**config.mk**
```make
export PLATFORM = sky130hd
export DESIGN_NAME = hazard_ctrl
export DESIGN_NICKNAME = d
export VERILOG_FILES = /design/src/rtl/hazard_pkg.sv /design/src/rtl/fwd_sel.sv /design/src/rtl/hazard_ctrl.sv
export SDC_FILE = /design/constraint.sdc
export NUM_CORES = 1
export LEC_CHECK = 0
export CAP_MARGIN = 20
export CELL_PAD_IN_SITES_DETAIL_PLACEMENT = 0
export CELL_PAD_IN_SITES_GLOBAL_PLACEMENT = 1
export CORE_ASPECT_RATIO = 1.1
export CORE_MARGIN = 2
export CORE_UTILIZATION = 25
export DETAILED_ROUTE_END_ITERATION = 8
export PLACE_DENSITY = 0.9
export SYNTH_ARGS = -nofsm -noshare
export SYNTH_HDL_FRONTEND = slang
export SYNTH_SLANG_ARGS = --single-unit
export TNS_END_PERCENT = 50
```
**constraint.sdc**
```tcl
create_clock -name Clk -period 3.1 [get_ports Clk]
set_input_delay 0.31 -clock Clk [delete_from_list [all_inputs] [get_ports Clk]]
set_output_delay 0.31 -clock Clk [all_outputs]
set_load 0.03 [all_outputs]
```
**src/rtl/hazard_pkg.sv**
```systemverilog
// Shared constants for the pipeline hazard controller: forwarding selects,
// controller state encoding and the hard-wired zero register.
package hazard_pkg;

    localparam logic [1:0] FWD_RF     = 2'b00;
    localparam logic [1:0] FWD_EXALU  = 2'b01;
    localparam logic [1:0] FWD_MEMALU = 2'b10;
    localparam logic [1:0] FWD_MEMLD  = 2'b11;

    localparam logic [4:0] REG_ZERO = 5'd0;

    typedef enum logic {
        ST_RUN = 1'b0,
        ST_MDU = 1'b1
    } state_t;

    // True when a writer's destination is a real register equal to the source.
    function automatic logic reg_hit(input logic [4:0] dst, input logic [4:0] src);
        return (dst != REG_ZERO) && (dst == src);
    endfunction

endpackage

```
**src/rtl/fwd_sel.sv**
```systemverilog
// Operand forwarding select for one ID source register (instanced for rs and rt).
module fwd_sel
    import hazard_pkg::*;
(
    input  logic [4:0] src,
    input  logic       use_src,
    input  logic [4:0] ex_rd,
    input  logic       ex_wreg,
    input  logic [4:0] mem_rd,
    input  logic       mem_wreg,
    input  logic       mem_mem2reg,
    output logic [1:0] sel
);

    // Youngest producer wins; a MEM-stage load hands over its load data.
    always_comb begin
        sel = FWD_RF;
        if (!use_src) begin
            sel = FWD_RF;
        end else if (ex_wreg && reg_hit(ex_rd, src)) begin
            sel = FWD_EXALU;
        end else if (mem_wreg && reg_hit(mem_rd, src)) begin
            sel = mem_mem2reg ? FWD_MEMLD : FWD_MEMALU;
        end else begin
            sel = FWD_RF;
        end
    end

endmodule

```
**src/rtl/hazard_ctrl.sv**
```systemverilog
// Hazard and sequencing controller beside the ID stage: load-use and MDU stalls,
// branch flush, EX forwarding selects. Define HAZARD_PERF_EN for stall/flush counters.
module hazard_ctrl
    import hazard_pkg::*;
#(
    parameter int MDU_LAT = 4,
    parameter int CNT_W   = 4
) (
    input  logic       Clk,
    input  logic       Clr,
    input  logic [4:0] ID_Rs,
    input  logic [4:0] ID_Rt,
    input  logic       ID_UseRs,
    input  logic       ID_UseRt,
    input  logic [4:0] EX_Rd,
    input  logic       EX_Wreg,
    input  logic       EX_Mem2Reg,
    input  logic [4:0] MEM_Rd,
    input  logic       MEM_Wreg,
    input  logic       MEM_Mem2Reg,
    input  logic       ID_Branch,
    input  logic       ID_MduStart,
    input  logic       ID_MduUse,
    output logic       wpcir,
    output logic       Condep,
    output logic       ID_Bubble,
    output logic [1:0] FwdA,
    output logic [1:0] FwdB,
    output logic       MduBusy
`ifdef HAZARD_PERF_EN
    ,
    output logic [31:0] StallCnt,
    output logic [31:0] FlushCnt
`endif
);

    localparam logic [CNT_W-1:0] CNT_LOAD = CNT_W'(MDU_LAT - 1);
    localparam logic [CNT_W-1:0] CNT_ONE  = CNT_W'(1);

    state_t           state_r;
    logic [CNT_W-1:0] cnt_r;
    logic             ldh_s;
    logic             mdh_s;
    logic             stall_s;
    logic [1:0]       fwd_a_s;
    logic [1:0]       fwd_b_s;

    fwd_sel u_fwd_rs (
        .src         (ID_Rs),
        .use_src     (ID_UseRs),
        .ex_rd       (EX_Rd),
        .ex_wreg     (EX_Wreg),
        .mem_rd      (MEM_Rd),
        .mem_wreg    (MEM_Wreg),
        .mem_mem2reg (MEM_Mem2Reg),
        .sel         (fwd_a_s)
    );

    fwd_sel u_fwd_rt (
        .src         (ID_Rt),
        .use_src     (ID_UseRt),
        .ex_rd       (EX_Rd),
        .ex_wreg     (EX_Wreg),
        .mem_rd      (MEM_Rd),
        .mem_wreg    (MEM_Wreg),
        .mem_mem2reg (MEM_Mem2Reg),
        .sel         (fwd_b_s)
    );

    // Hazard detection: a load in EX feeding ID, or any MDU access while busy.
    always_comb begin
        ldh_s = EX_Wreg && EX_Mem2Reg && (EX_Rd != REG_ZERO) &&
                ((ID_UseRs && (EX_Rd == ID_Rs)) || (ID_UseRt && (EX_Rd == ID_Rt)));
        mdh_s = (state_r == ST_MDU) && (ID_MduUse || ID_MduStart);
        stall_s = ldh_s || mdh_s;
    end

    // Pipeline controls; reset forces a flush/bubble so nothing stale retires.
    always_comb begin
        wpcir     = 1'b1;
        Condep    = 1'b1;
        ID_Bubble = 1'b1;
        FwdA      = FWD_RF;
        FwdB      = FWD_RF;
        MduBusy   = 1'b0;
        if (Clr) begin
            wpcir     = 1'b1;
            Condep    = 1'b1;
            ID_Bubble = 1'b1;
            FwdA      = FWD_RF;
            FwdB      = FWD_RF;
            MduBusy   = 1'b0;
        end else begin
            wpcir     = !stall_s;
            Condep    = ID_Branch && !stall_s;
            ID_Bubble = stall_s;
            FwdA      = fwd_a_s;
            FwdB      = fwd_b_s;
            MduBusy   = (state_r == ST_MDU);
        end
    end

    // MDU sequencer: count down the latency, return to RUN after the cnt==0 cycle.
    always_ff @(posedge Clk) begin
        if (Clr) begin
            state_r <= ST_RUN;
            cnt_r   <= '0;
        end else begin
            case (state_r)
                ST_RUN: begin
                    if (ID_MduStart && !stall_s) begin
                        state_r <= ST_MDU;
                        cnt_r   <= CNT_LOAD;
                    end else begin
                        state_r <= ST_RUN;
                        cnt_r   <= '0;
                    end
                end
                ST_MDU: begin
                    if (cnt_r == '0) begin
                        state_r <= ST_RUN;
                    end else begin
                        state_r <= ST_MDU;
                        cnt_r   <= cnt_r - CNT_ONE;
                    end
                end
                default: begin
                    state_r <= ST_RUN;
                    cnt_r   <= '0;
                end
            endcase
        end
    end

`ifdef HAZARD_PERF_EN
    logic [31:0] stall_cnt_r;
    logic [31:0] flush_cnt_r;

    // Saturating performance counters for stall and flush cycles.
    always_ff @(posedge Clk) begin
        if (Clr) begin
            stall_cnt_r <= 32'd0;
            flush_cnt_r <= 32'd0;
        end else begin
            if (stall_s && (stall_cnt_r != 32'hFFFF_FFFF)) begin
                stall_cnt_r <= stall_cnt_r + 32'd1;
            end
            if (Condep && (flush_cnt_r != 32'hFFFF_FFFF)) begin
                flush_cnt_r <= flush_cnt_r + 32'd1;
            end
        end
    end

    assign StallCnt = stall_cnt_r;
    assign FlushCnt = flush_cnt_r;
`endif

endmodule

```
======== Yosys cells after proc, flatten, opt, wreduce, memory -nomap -nowiden ========
Cells that the tools add are included.
operators by class
  $add $sub $neg .......................... 1
  multiplexer cells ....................... 19
  reduce and logical (&&, ||, !) cells .... 23
  equality and inequality tests ........... 5
  bitwise operators ....................... 1
operator list
  cell                                                                 number
  5-bit == test                                                        4
  2-bit two-way mux                                                    9
  1-bit logical AND                                                    16
  5-bit nonzero test                                                   2
  4-bit case mux with 2 select lines                                   1
  1-bit two-way mux                                                    7
  4-bit logical NOT                                                    1
  4-bit two-way mux                                                    1
  4-bit by 1-bit subtractor with 4-bit output (second input constant)  1
  1-bit logical OR                                                     3
  2-bit != test (second input constant)                                1
  1-bit case mux with 2 select lines                                   1
  1-bit logical NOT                                                    1
  1-bit NOT                                                            1
word-level totals
  input bits .............................. 31
  output and inout port bits .............. 8
  flip-flop bits (word level) ............. 5

======== Depth between registers and ports, before layout ========
Gate-level depths: netlist of run 1.
  depth after elaboration ................. 9
  depth in mapped cells ................... 6
  gate-level depth less buffers ........... 6

======== Hierarchy ========
Synthesis of run 1 repeated with hierarchy kept, for this count alone.
unflattened totals
  cells, all modules ...................... 108
  area, all modules ....................... 792.0 um^2
by module, submodules not included
  module       area each (um^2)  seq. area each (um^2)  cells an instance  times used
  hazard_ctrl  474.2             100.1                  64                 1
  fwd_sel      158.9             0.0                    22                 2

======== Worst setup path after synthesis of run 1 ========
No wires, ideal clock.
  path type ............................... input port to output port
  from .................................... input port EX_Rd[1]
  to ...................................... output port Condep
  slack ................................... 925 ps
  path buffers ............................ 0
  stages on the path ...................... 4
  required time ........................... 2790 ps
  data arrival time ....................... 1865 ps
  cell sequence ........................... or4_4 > o21ai_4 > a211oi_2 > o31ai_1
on the way
  word-level cells in the longest chain between the ends .. 8
  elaborated cells between the ends (all ways) .. 12
RTL lines
  what                   line               text
  from (decl)            hazard_ctrl.sv:15  input logic [4:0] EX_Rd,
  5-bit == test          hazard_ctrl.sv:73  ((ID_UseRs && (EX_Rd == ID_Rs)) || (ID_UseRt && (EX_Rd == ID_Rt)));
  1-bit logical AND      hazard_ctrl.sv:73
  1-bit logical OR       hazard_ctrl.sv:73
  1-bit logical AND (*)  hazard_ctrl.sv:72  ldh_s = EX_Wreg && EX_Mem2Reg && (EX_Rd != REG_ZERO) &&
  1-bit logical OR (*)   hazard_ctrl.sv:75  stall_s = ldh_s || mdh_s;
  1-bit logical NOT (*)  hazard_ctrl.sv:95  Condep = ID_Branch && !stall_s;
  1-bit logical AND (*)  hazard_ctrl.sv:95
  1-bit two-way mux (*)  hazard_ctrl.sv:86  if (Clr) begin
  to (decl)              hazard_ctrl.sv:25  output logic Condep,
Every way passes the cells marked *; elsewhere a longest branch is shown, timed or not.

======== Worst setup path in the final report of run 1 ========
  from .................................... input port EX_Rd[3]
  to ...................................... output port ID_Bubble
on the way
  word-level cells in the longest chain between the ends .. 6
  elaborated cells between the ends (all ways) .. 10
RTL lines
  what                   line               text
  5-bit == test          hazard_ctrl.sv:73
  1-bit logical AND      hazard_ctrl.sv:73
  1-bit logical OR       hazard_ctrl.sv:73
  1-bit logical AND (*)  hazard_ctrl.sv:72
  1-bit logical OR (*)   hazard_ctrl.sv:75
  1-bit two-way mux (*)  hazard_ctrl.sv:86
  to (decl)              hazard_ctrl.sv:26  output logic ID_Bubble,
Marked as above.

==> run summary, run 1 <==
status: finished clean
worst-margin pin slew: 0.3597 ns
Util after Layout: 46.04%
Critical Path Sink Type: output port
Synth Area in Adders: 2.075%
Die Ht: 55.51 µm
Area growth syn-to-layout: 73.65%
post-DP HPWL: 1577 µm
Post-Syn Area: 603.1 µm²
static leakage: 0.3783 nW
CP cell instances: clkdlybuf4s50_1 -> xor2_1 -> a221oi_1 -> nand3_1 -> a211oi_2 -> or3_1 -> clkdlybuf4s50_1
crit-path max cell delay: 0.66 ns
Slew headroom: 75.97%
Max Freq: 0.3420 GHz
Initial Utilization: 26.51%
Yosys reg bits: 5
Critical Path Start: EX_Rd[3]
initial antenna violation count: 0
CTS Sinks: 5
predominant post-synthesis flop cell: dfxtp_1
Max Transition Viols Final: 0
Max Cap Viol: 0
WP data arrival: 2.61 ns
Worst R2R Path Depth: 6
WL per Instance: 11.51 µm
Clock Path Buffers: 2
# Post-CTS Setup Buffers: 0
Crit Path Max Fanout: 6
CP Launch Type: primary input
vias: 720
Setup TNS: 0 ns
PostCTS Resize Cnt: 0
io pins: 39
Synth warnings: 0
initial drt markers: 8
RePlAce Congestion: 0.7584
highest-delay cell along the critical path: clkdlybuf4s50_1
unrepaired setup endpoints after global routing: no
die area: 2822 µm²
hold-fix buffers at CTS: 0
total CTS buffers: 3
synth top area cells: xnor2_1 22%, dfxtp_1 17%, xor2_1 8.7%
Mean Syn Cell Area: 7.538 µm²
first-pass GRT wire length: 2746 µm
vias in the first global route: 699
sequential share of the synthesized area: 16.60%
DR vias/cell: 4.737
final-layout fill cell count: 225
Pre-antenna DRT Iters: 4
Worst VDD drop: 0.0001533 V
clk slew on worst S/H paths: 0.04 ns
Final Setup Violations: 0
share of layout cells above drive strength 1: 5.738%
Synth Area in XOR/XNOR: 30.50%
r2r setup slk: 1.62 ns
Critical Path Most Common Cell: clkdlybuf4s50_1
Post-DRT Antenna Nets: 0
largest net degree at the start of global routing: 7
PD cells: 276.5 nW/µm²
Root Buffer: clkbuf_4
Critical Path End: ID_Bubble
std cell rows: 18
count leader, synth: xnor2_1
Layout Nets: 155
worst path required time: 2.79 ns
Syn Inst Count: 80
worst skew pair latency: 0.25 ns
CP Class: in2out
multiplexer share of the synthesized area: 0%
worst setup margin: 0.1761 ns
final hold vios: 0
synth cell count leaders: 15 x xnor2_1, 8 x nand2_1, 7 x inv_1, 6 x nor2_1, 6 x xor2_1
largest family of logic cells by synthesized area: XOR/XNOR gates
Core ar.: 2275 µm²
Period minus WS final: 2.924 ns
hold crit path type: reg2reg
die width: 50.83 µm
Post-Synth Simple-Gate Area: 27.59%
placed instance count: 148
Yosys top cell by area: xnor2_1
ratio of final minimum period to clock period: 94.32%
FF-to-FF End: cnt_r[0]$_SDFFE_PP0P_
Setup WS pre-CTS: 0.1889 ns
DRT Wirelength: 1749 µm
Port Buf Inserts: 38
Post-synth ARST share: 0%
final non-filler cell total: 152
Syn Nets: 112
Synth Area in Compound Gates: 18.88%
Synth top area share: 21.78%
number of synthesized flops with an enable pin: 0
# DRC: 0
H-tree levels: 1
Worst R2R Start: cnt_r[0]$_SDFFE_PP0P_
grt ovf: 0
Setup Skew: 0.002791 ns
Netlist cell types: 26
Inserted Diodes: 0
GRT Total Usage: 12.71%
CTS tree: done
==> where the power goes <==
group	leakage [nW]	internal (mW)	switching, mW
Clock	0.0150	0.0488	0.0292
Combinational	0.322	0.0769	0.0601
Sequential	0.0412	0.0705	0.00402
==> worst min path at each step <==
| stage | slack (ns) | from | cells past startpoint | end |
|---|---|---|---|---|
| after floorplan | 0.47 | ID_MduStart | 2 | cnt_r[0]$_SDFFE_PP0P_ |
| after global placement | 0.49 | cnt_r[3]$_SDFFE_PP0P_ | 2 | cnt_r[3]$_SDFFE_PP0P_ |
| after detailed placement | 0.51 | cnt_r[3]$_SDFFE_PP0P_ | 2 | cnt_r[3]$_SDFFE_PP0P_ |
| after CTS | 0.52 | cnt_r[3]$_SDFFE_PP0P_ | 2 | cnt_r[3]$_SDFFE_PP0P_ |
| after global routing | 0.57 | cnt_r[3]$_SDFFE_PP0P_ | 2 | cnt_r[3]$_SDFFE_PP0P_ |
| final | 0.52 | cnt_r[3]$_SDFFE_PP0P_ | 2 | cnt_r[3]$_SDFFE_PP0P_ |
==> state kept, by name, indices dropped and copies added, names as in the netlist <==
signal   flops
cnt_r        4
state_r      1
==> stage by stage <==
stage | power (mW) | hold slack [ns] | instance area, µm²
5_1_grt | 0.3084 | 0.5695 | 1047
6_report | 0.2896 | 0.5191 | 1047
4_1_cts | 0.2921 | 0.5246 | 1047
2_1_floorplan | 0.1447 | 0.4750 | 603.1
3_3_place_gp | 0.2102 | 0.4940 | 1021
3_5_place_dp | 0.2132 | 0.5074 | 1021
==> critical path: cells and delay by family <==
kind / cells / cell delay (ns)
buffers and inverters: 2 / 1.13
AOI/OAI and AO/OA: 2 / 0.66
and+or+nand+nor: 2 / 0.32
xor gates and xnor gates: 1 / 0.19
==> cell type report <==
| class | count | area [µm²] | share of cell area (%) |
|---|---|---|---|
| Inverter | 7 | 26.28 | 2.509 |
| Clock buffer | 4 | 26.28 | 2.509 |
| Multi-Input combinational cell | 68 | 476.7 | 45.52 |
| Tap cell | 30 | 37.54 | 3.584 |
| Timing Repair Buffer | 38 | 380.4 | 36.32 |
| Sequential cell | 5 | 100.1 | 9.558 |
==> routing by layer <==
| metal | global-route usage, % | part of all wire, % |
|---|---|---|
| met5 | 0 | 0 |
| met4 | 4.633 | 0.57 |
| met3 | 2.973 | 7.9 |
| met2 | 25.38 | 55 |
| met1 | 12.01 | 36 |
==> layout by cell type (no fill, tap or decap) <==
cell and n:
o21ai_0 4, or4_1 1, nand2b_1 1, clkbuf_1 1, or3_1 1, nor2_1 6
clkbuf_4 3, o2111a_1 1, o211ai_1 1, dfxtp_1 5, nand4_1 2, or3b_2 1
nand2_1 8, a221oi_1 1, clkdlybuf4s50_1 38, o21ai_4 1, o31ai_1 1, xor2_1 6
nand3_1 2, nor2b_1 5, inv_1 7, o21a_1 1, xnor2_1 15, or4_4 1
a22o_1 2, nor3_1 4, o21ai_1 1, a211oi_2 1, ha_1 1
==> logic make-up after synthesis <==
family	after synthesis
simple gates	32
xor+xnor	21
compound gates	14
buf+inv	7
flops	5
fa+ha+maj	1
Power figures use the tool's default switching activity.
==> run 2: changes to the inputs <==
Settings changed: GPL_ROUTABILITY_DRIVEN set to 0.
==> results of run 2 <==
Same layout as run 1: the final DEF is identical, and so are final timing and power.
==> run 3: changes to the inputs <==
Settings changed: CAP_MARGIN 20 to unset.
==> results of run 3 <==
Same layout as run 1: the final DEF is identical, and so are final timing and power.
